--- config.mk ---
export PLATFORM = sky130hd
export DESIGN_NAME = ps2_rx_packet
export DESIGN_NICKNAME = d
export VERILOG_FILES = /design/src/rtl/ps2_rx_packet.sv
export SDC_FILE = /design/constraint.sdc
export NUM_CORES = 1
export LEC_CHECK = 0
export ABC_CLOCK_PERIOD_IN_PS = 5500
export CAP_MARGIN = 40
export CORE_MARGIN = 1.5
export CORE_UTILIZATION = 55
export CTS_BUF_LIST = sky130_fd_sc_hd__clkbuf_2
export DETAILED_ROUTE_END_ITERATION = 12
export PLACE_DENSITY = 0.78
export SYNTH_ARGS = -nofsm -noshare
export SYNTH_HDL_FRONTEND = slang
export SYNTH_SLANG_ARGS = --single-unit
--- constraint.sdc ---
create_clock -name CLOCK -period 5.5 [get_ports CLOCK]
set_clock_uncertainty 0.2 [all_clocks]
set_input_delay 0.55 -clock CLOCK [delete_from_list [all_inputs] [get_ports CLOCK]]
set_output_delay 0.55 -clock CLOCK [all_outputs]
set_load 0.02 [all_outputs]
--- src/rtl/ps2_rx_packet.sv ---
// PS/2 device-to-host receiver: oversampled, glitch-filtered, framed and packetised.
// Optional PS2_MOUSE_SYNC_EN: drop index-0 bytes with bit 3 clear to realign mouse packets.
module ps2_rx_packet #(
  parameter int FILTER_LEN  = 4,
  parameter int TIMEOUT_CYC = 100000,
  parameter int PKT_BYTES   = 3
) (
  input  logic                   CLOCK,
  input  logic                   RESET,
  input  logic                   ps2ck,
  input  logic                   ps2dt,
  output logic [7:0]             byte_data,
  output logic                   byte_valid,
  output logic [8*PKT_BYTES-1:0] pkt_data,
  output logic                   pkt_valid,
  output logic                   parity_err,
  output logic                   frame_err,
  output logic                   timeout_err,
  output logic                   busy
);

  localparam int FW = (FILTER_LEN > 1) ? $clog2(FILTER_LEN) : 1;
  localparam int TW = $clog2(TIMEOUT_CYC + 1);
  localparam int IW = (PKT_BYTES > 1) ? $clog2(PKT_BYTES) : 1;

  logic [1:0] raw;
  logic [1:0] filt;
  logic       ck_sync;
  logic       ck_f;
  logic       dt_f;

  assign raw  = {ps2dt, ps2ck};
  assign ck_f = filt[0];
  assign dt_f = filt[1];

  // Synchronisers stay unreset so a line held low through reset is visible right after it.
  for (genvar gi = 0; gi < 2; gi++) begin : g_line
    logic          s1_q;
    logic          s2_q;
    logic          f_q;
    logic [FW-1:0] cnt_q;

    always_ff @(posedge CLOCK) begin
      s1_q <= raw[gi];
      s2_q <= s1_q;
      if (RESET) begin
        f_q   <= 1'b1;
        cnt_q <= '0;
      end else if (s2_q == f_q) begin
        cnt_q <= '0;
      end else if (cnt_q == FW'(FILTER_LEN - 1)) begin
        f_q   <= s2_q;
        cnt_q <= '0;
      end else begin
        cnt_q <= cnt_q + 1'b1;
      end
    end

    assign filt[gi] = f_q;

    if (gi == 0) begin : g_ck
      assign ck_sync = s2_q;
    end
  end

  logic          ck_prev_q, ck_prev_d;
  logic          arm_q, arm_d;
  logic [3:0]    bit_cnt_q, bit_cnt_d;
  logic [7:0]    shift_q, shift_d;
  logic          par_q, par_d;
  logic [TW-1:0] to_cnt_q, to_cnt_d;
  logic [IW-1:0] idx_q, idx_d;
  logic [7:0]    byte_data_q, byte_data_d;
  logic [8*PKT_BYTES-1:0] pkt_data_q, pkt_data_d;
  logic [8*PKT_BYTES-1:0] pkt_next;
  logic          byte_valid_q, byte_valid_d;
  logic          pkt_valid_q, pkt_valid_d;
  logic          parity_err_q, parity_err_d;
  logic          frame_err_q, frame_err_d;
  logic          timeout_err_q, timeout_err_d;
  logic          fall;
  logic          accept;
  logic          par_ok;
  logic          busy_int;

  // No edge is honoured until the raw clock has been seen high since reset.
  assign fall     = arm_q & ck_prev_q & ~ck_f;
  assign busy_int = (bit_cnt_q != 4'd0) || (idx_q != '0);
  assign par_ok   = ^{shift_q, par_q};

  for (genvar gi = 0; gi < PKT_BYTES; gi++) begin : g_slot
    logic [7:0] slot_q;

    always_ff @(posedge CLOCK) begin
      if (RESET) begin
        slot_q <= '0;
      end else if (accept && idx_q == IW'(gi)) begin
        slot_q <= shift_q;
      end
    end

    assign pkt_next[8*gi +: 8] = (idx_q == IW'(gi)) ? shift_q : slot_q;
  end

  always_comb begin
    ck_prev_d     = ck_f;
    arm_d         = arm_q | ck_sync;
    bit_cnt_d     = bit_cnt_q;
    shift_d       = shift_q;
    par_d         = par_q;
    to_cnt_d      = to_cnt_q;
    idx_d         = idx_q;
    byte_data_d   = byte_data_q;
    pkt_data_d    = pkt_data_q;
    byte_valid_d  = 1'b0;
    pkt_valid_d   = 1'b0;
    parity_err_d  = 1'b0;
    frame_err_d   = 1'b0;
    timeout_err_d = 1'b0;
    accept        = 1'b0;

    if (fall) begin
      to_cnt_d = '0;
      if (bit_cnt_q == 4'd0) begin
        if (!dt_f) begin
          bit_cnt_d = 4'd1;
        end else begin
          frame_err_d = 1'b1;
          idx_d       = '0;
        end
      end else if (bit_cnt_q <= 4'd8) begin
        shift_d   = {dt_f, shift_q[7:1]};
        bit_cnt_d = bit_cnt_q + 4'd1;
      end else if (bit_cnt_q == 4'd9) begin
        par_d     = dt_f;
        bit_cnt_d = 4'd10;
      end else begin
        bit_cnt_d    = 4'd0;
        parity_err_d = ~par_ok;
        frame_err_d  = ~dt_f;
        if (par_ok && dt_f) begin
`ifdef PS2_MOUSE_SYNC_EN
          if (idx_q == '0 && !shift_q[3]) begin
            frame_err_d = 1'b1;
          end else begin
            accept = 1'b1;
          end
`else
          accept = 1'b1;
`endif
        end else begin
          idx_d = '0;
        end
      end
    end else if (busy_int) begin
      if (to_cnt_q == TW'(TIMEOUT_CYC - 1)) begin
        timeout_err_d = 1'b1;
        to_cnt_d      = '0;
        bit_cnt_d     = 4'd0;
        idx_d         = '0;
      end else begin
        to_cnt_d = to_cnt_q + 1'b1;
      end
    end else begin
      to_cnt_d = '0;
    end

    if (accept) begin
      byte_data_d  = shift_q;
      byte_valid_d = 1'b1;
      if (idx_q == IW'(PKT_BYTES - 1)) begin
        pkt_data_d  = pkt_next;
        pkt_valid_d = 1'b1;
        idx_d       = '0;
      end else begin
        idx_d = idx_q + 1'b1;
      end
    end
  end

  always_ff @(posedge CLOCK) begin
    if (RESET) begin
      ck_prev_q     <= 1'b1;
      arm_q         <= 1'b0;
      bit_cnt_q     <= 4'd0;
      shift_q       <= '0;
      par_q         <= 1'b0;
      to_cnt_q      <= '0;
      idx_q         <= '0;
      byte_data_q   <= '0;
      pkt_data_q    <= '0;
      byte_valid_q  <= 1'b0;
      pkt_valid_q   <= 1'b0;
      parity_err_q  <= 1'b0;
      frame_err_q   <= 1'b0;
      timeout_err_q <= 1'b0;
    end else begin
      ck_prev_q     <= ck_prev_d;
      arm_q         <= arm_d;
      bit_cnt_q     <= bit_cnt_d;
      shift_q       <= shift_d;
      par_q         <= par_d;
      to_cnt_q      <= to_cnt_d;
      idx_q         <= idx_d;
      byte_data_q   <= byte_data_d;
      pkt_data_q    <= pkt_data_d;
      byte_valid_q  <= byte_valid_d;
      pkt_valid_q   <= pkt_valid_d;
      parity_err_q  <= parity_err_d;
      frame_err_q   <= frame_err_d;
      timeout_err_q <= timeout_err_d;
    end
  end

  assign byte_data   = byte_data_q;
  assign byte_valid  = byte_valid_q;
  assign pkt_data    = pkt_data_q;
  assign pkt_valid   = pkt_valid_q;
  assign parity_err  = parity_err_q;
  assign frame_err   = frame_err_q;
  assign timeout_err = timeout_err_q;
  assign busy        = busy_int;

endmodule

==> results.ini <==
[run_status]
status = finished, final reports clean

[cells_and_area]
syn_to_final_growth_pct = 14.20
final_cell_mix = dfxtp_1, mux2i_1, nand2b_1
layout_commonest_cell = dfxtp_1
nets = 440
layout-drive-gt1-share_pct = 5.530
final_core_util_pct = 66.14
num-fill-cells = 596
diodes = 0

[cts]
clk_latency_ps = 530
clockBufferDepth = 2
htreeDepth = 3
cts_resized = 0
cts_buffers = 9
clk_pin_slew_ps = 230
cts_num_sinks = 97
tritoncts = built
postCtsHoldBufs = 0
clockRootBuffer = clkbuf_2
post_cts_buffers = 0

[floorplanning]
io_pins = 42
start_util_pct = 57.92
dieArea_mm2 = 0.007793
fp.dieW_um = 88.28
core_mm2 = 0.006907
rows = 30
die_y_um = 88.28

[logic_synthesis]
synth_edf_count = 0
yosysSeqAreaShare_pct = 48.55
netlist_instances = 394
ys_top_cells_by_area = dfxtp_1, mux2i_1, nand2b_1
synth_flop_cell = dfxtp_1
yosys.area_share.adder_pct = 1.877
synthMuxAreaShare_pct = 14.51
synth_nets = 404
synth_largest_area_cell = dfxtp_1
yosysTopAreaCellShare_pct = 48.55
ys_warn_count = 0
synth.avg_cell_area_um2 = 10.15
synth.distinct_cells = 44
async_flop_share_pct = 0
netlist_area_mm2 = 0.004000
ys_seq_elements = 97
synth_compound_area_share_pct = 3.409
synth_xor_xnor_area_share_pct = 5.755
synth_top_family_by_area = simple AND/OR/NAND/NOR gates
yosys.area_share.simple_pct = 22.36

[pwr]
p_leak_nw = 1.751
irDropWorstVdd_mv = 0.1662
power.internal_uw = 868.4
p_sw_uw = 231.7
pwr-share-comb_pct = 1.8
clockPowerShare_pct = 33.6
power_frac_seq_pct = 64.6
powerDensity_mw_per_mm2 = 240.8
switching_share_pct = 21.06

[worst_setup_path]
cpMostUsedCell = inv_1
cp_num_cells = 6
cp_top_family = simple AND/OR/NAND/NOR gates
end_kind = primary output
path_buf_inv = 3
critPathMaxStageDelay_ps = 540
cpMaxStageDelayCell = clkdlybuf4s50_1
crit_type = flip-flop to primary output
required_ps = 4750
path_cells = inv_1 -> ha_1 -> or3b_2 -> nor3_1 -> inv_1 -> clkdlybuf4s50_1
critPathLaunchType = flip-flop
reg2reg_depth = 8
arrival_ps = 2610
crit_fanout = 6

[grt]
grt.total_usage_pct = 19.64
grt_pass1_vias = 2603
grt_max_degree = 84
grt_antenna_before_repair = 0
grt_pass1_wl_um = 11830
grt-ovfl-total = 0

[routing]
drc = 0
dr.pass1.iters = 4
routed_via_density = 5.245
drt-initial-drc-count = 131
routedWlPerCell_um = 13.45
ant_nets = 0
via_count = 2780
totalWireLength_um = 7128

[run]
maxCapViolCount = 0

[sta]
finalHoldViolations = 0
min_period_ps = 3358
finalCritPeriodShare_pct = 61.05
rsz0062_at_grt = no
slew_headroom_pct = 56.22
timing.fmax_mhz = 297.8
hold_ws_ps = 150.4
tns_ps = 0
finalSetupViolations = 0
worst_pin_slew_ps = 656.7
drv_slew = 0

[placement]
port_buffers = 41
hpwl_um = 4897
place.gp.congestion = 0.8809

[min_path]
hold_class = flip-flop to flip-flop
min_delay_path_depth = 0

-- cells by family after synthesis --
| family | Yosys count |
|---|---|
| flops | 97 |
| xor+xnor | 23 |
| buf+inv | 26 |
| simple gates | 162 |
| fa+ha+maj | 6 |
| mux | 58 |
| compound gates | 22 |
-- metrics by stage --
step           worst slack (ps)  instances  cell area [µm²]  power [mW]
4_1_cts                    2081        530             4568       1.113
5_1_grt                    1978        530             4568       1.144
3_3_place_gp               2744        515             4437      0.7439
6_report                   2142        530             4568       1.100
3_5_place_dp               2713        515             4437      0.7445
2_1_floorplan              3265        394             4000      0.7396
-- cells in the mapped netlist (3+ instances only) --
library cell / instances
dfxtp_1: 97
mux2i_1: 58
nand2b_1: 53
nor2_1: 46
clkbuf_1: 13
nand2_1: 13
xnor2_1: 12
a21oi_1: 10
xor2_1: 9
nor3_1: 7
ha_1: 6
inv_1: 6
nand4_1: 5
nor2b_1: 5
and3_1: 4
nand3_1: 4
or3_1: 4
buf_2: 3
nor4_1: 3
o21ai_0: 3
-- area by class of cell --
class                      instances  area, µm²  share of cell area (%)
sequential                        97       1942                   42.51
multi-input combinational        271       1917                   41.96
timing repair buffer              45      435.4                   9.532
tap                               96      120.1                   2.629
clock inverter                     5      81.33                   1.780
clock buffer                      10      50.05                   1.096
inverter                           6      22.52                  0.4930
-- sequential cells by signal (all words and copies together), names as in the netlist, 2 cells and up --
signal / cells
pkt_data: 24
to_cnt_q: 17
g_slot.slot_q: 16
byte_data: 8
shift_q: 8
bit_cnt_q: 4
g_line.cnt_q: 4
g_line.s1_q: 2
idx_q: 2
-- path summary, 6_finish.rpt --
check | start | endpoint | slack [ps]
setup reg to reg | bit_cnt_q[0] | pkt_data[1] | 3050
setup / recovery | bit_cnt_q[1] | busy | 2140
hold / removal | g_line[1].s1_q | g_line[1].s2_q | 150
hold reg to reg | g_line[1].s1_q | g_line[1].s2_q | 150
-- power by group through the flow --
stage | clock, mW | combinational [mW] | sequential, mW
3_3_place_gp | 0 | 0.0196 | 0.724
4_1_cts | 0.382 | 0.0200 | 0.711
2_1_floorplan | 0 | 0.0158 | 0.724
5_1_grt | 0.409 | 0.0220 | 0.713
6_report | 0.369 | 0.0195 | 0.711
3_5_place_dp | 0 | 0.0199 | 0.725
-- routing by layer --
metal  vias up  global-route usage (%)  wire, µm
li1       1397                       -         -
met1      1317                   25.38      3352
met2        54                   31.78      3380
met3        12                   4.944       281
met4         0                   7.670       113
met5         -                       0         0
(Power assumes the default switching activity.)
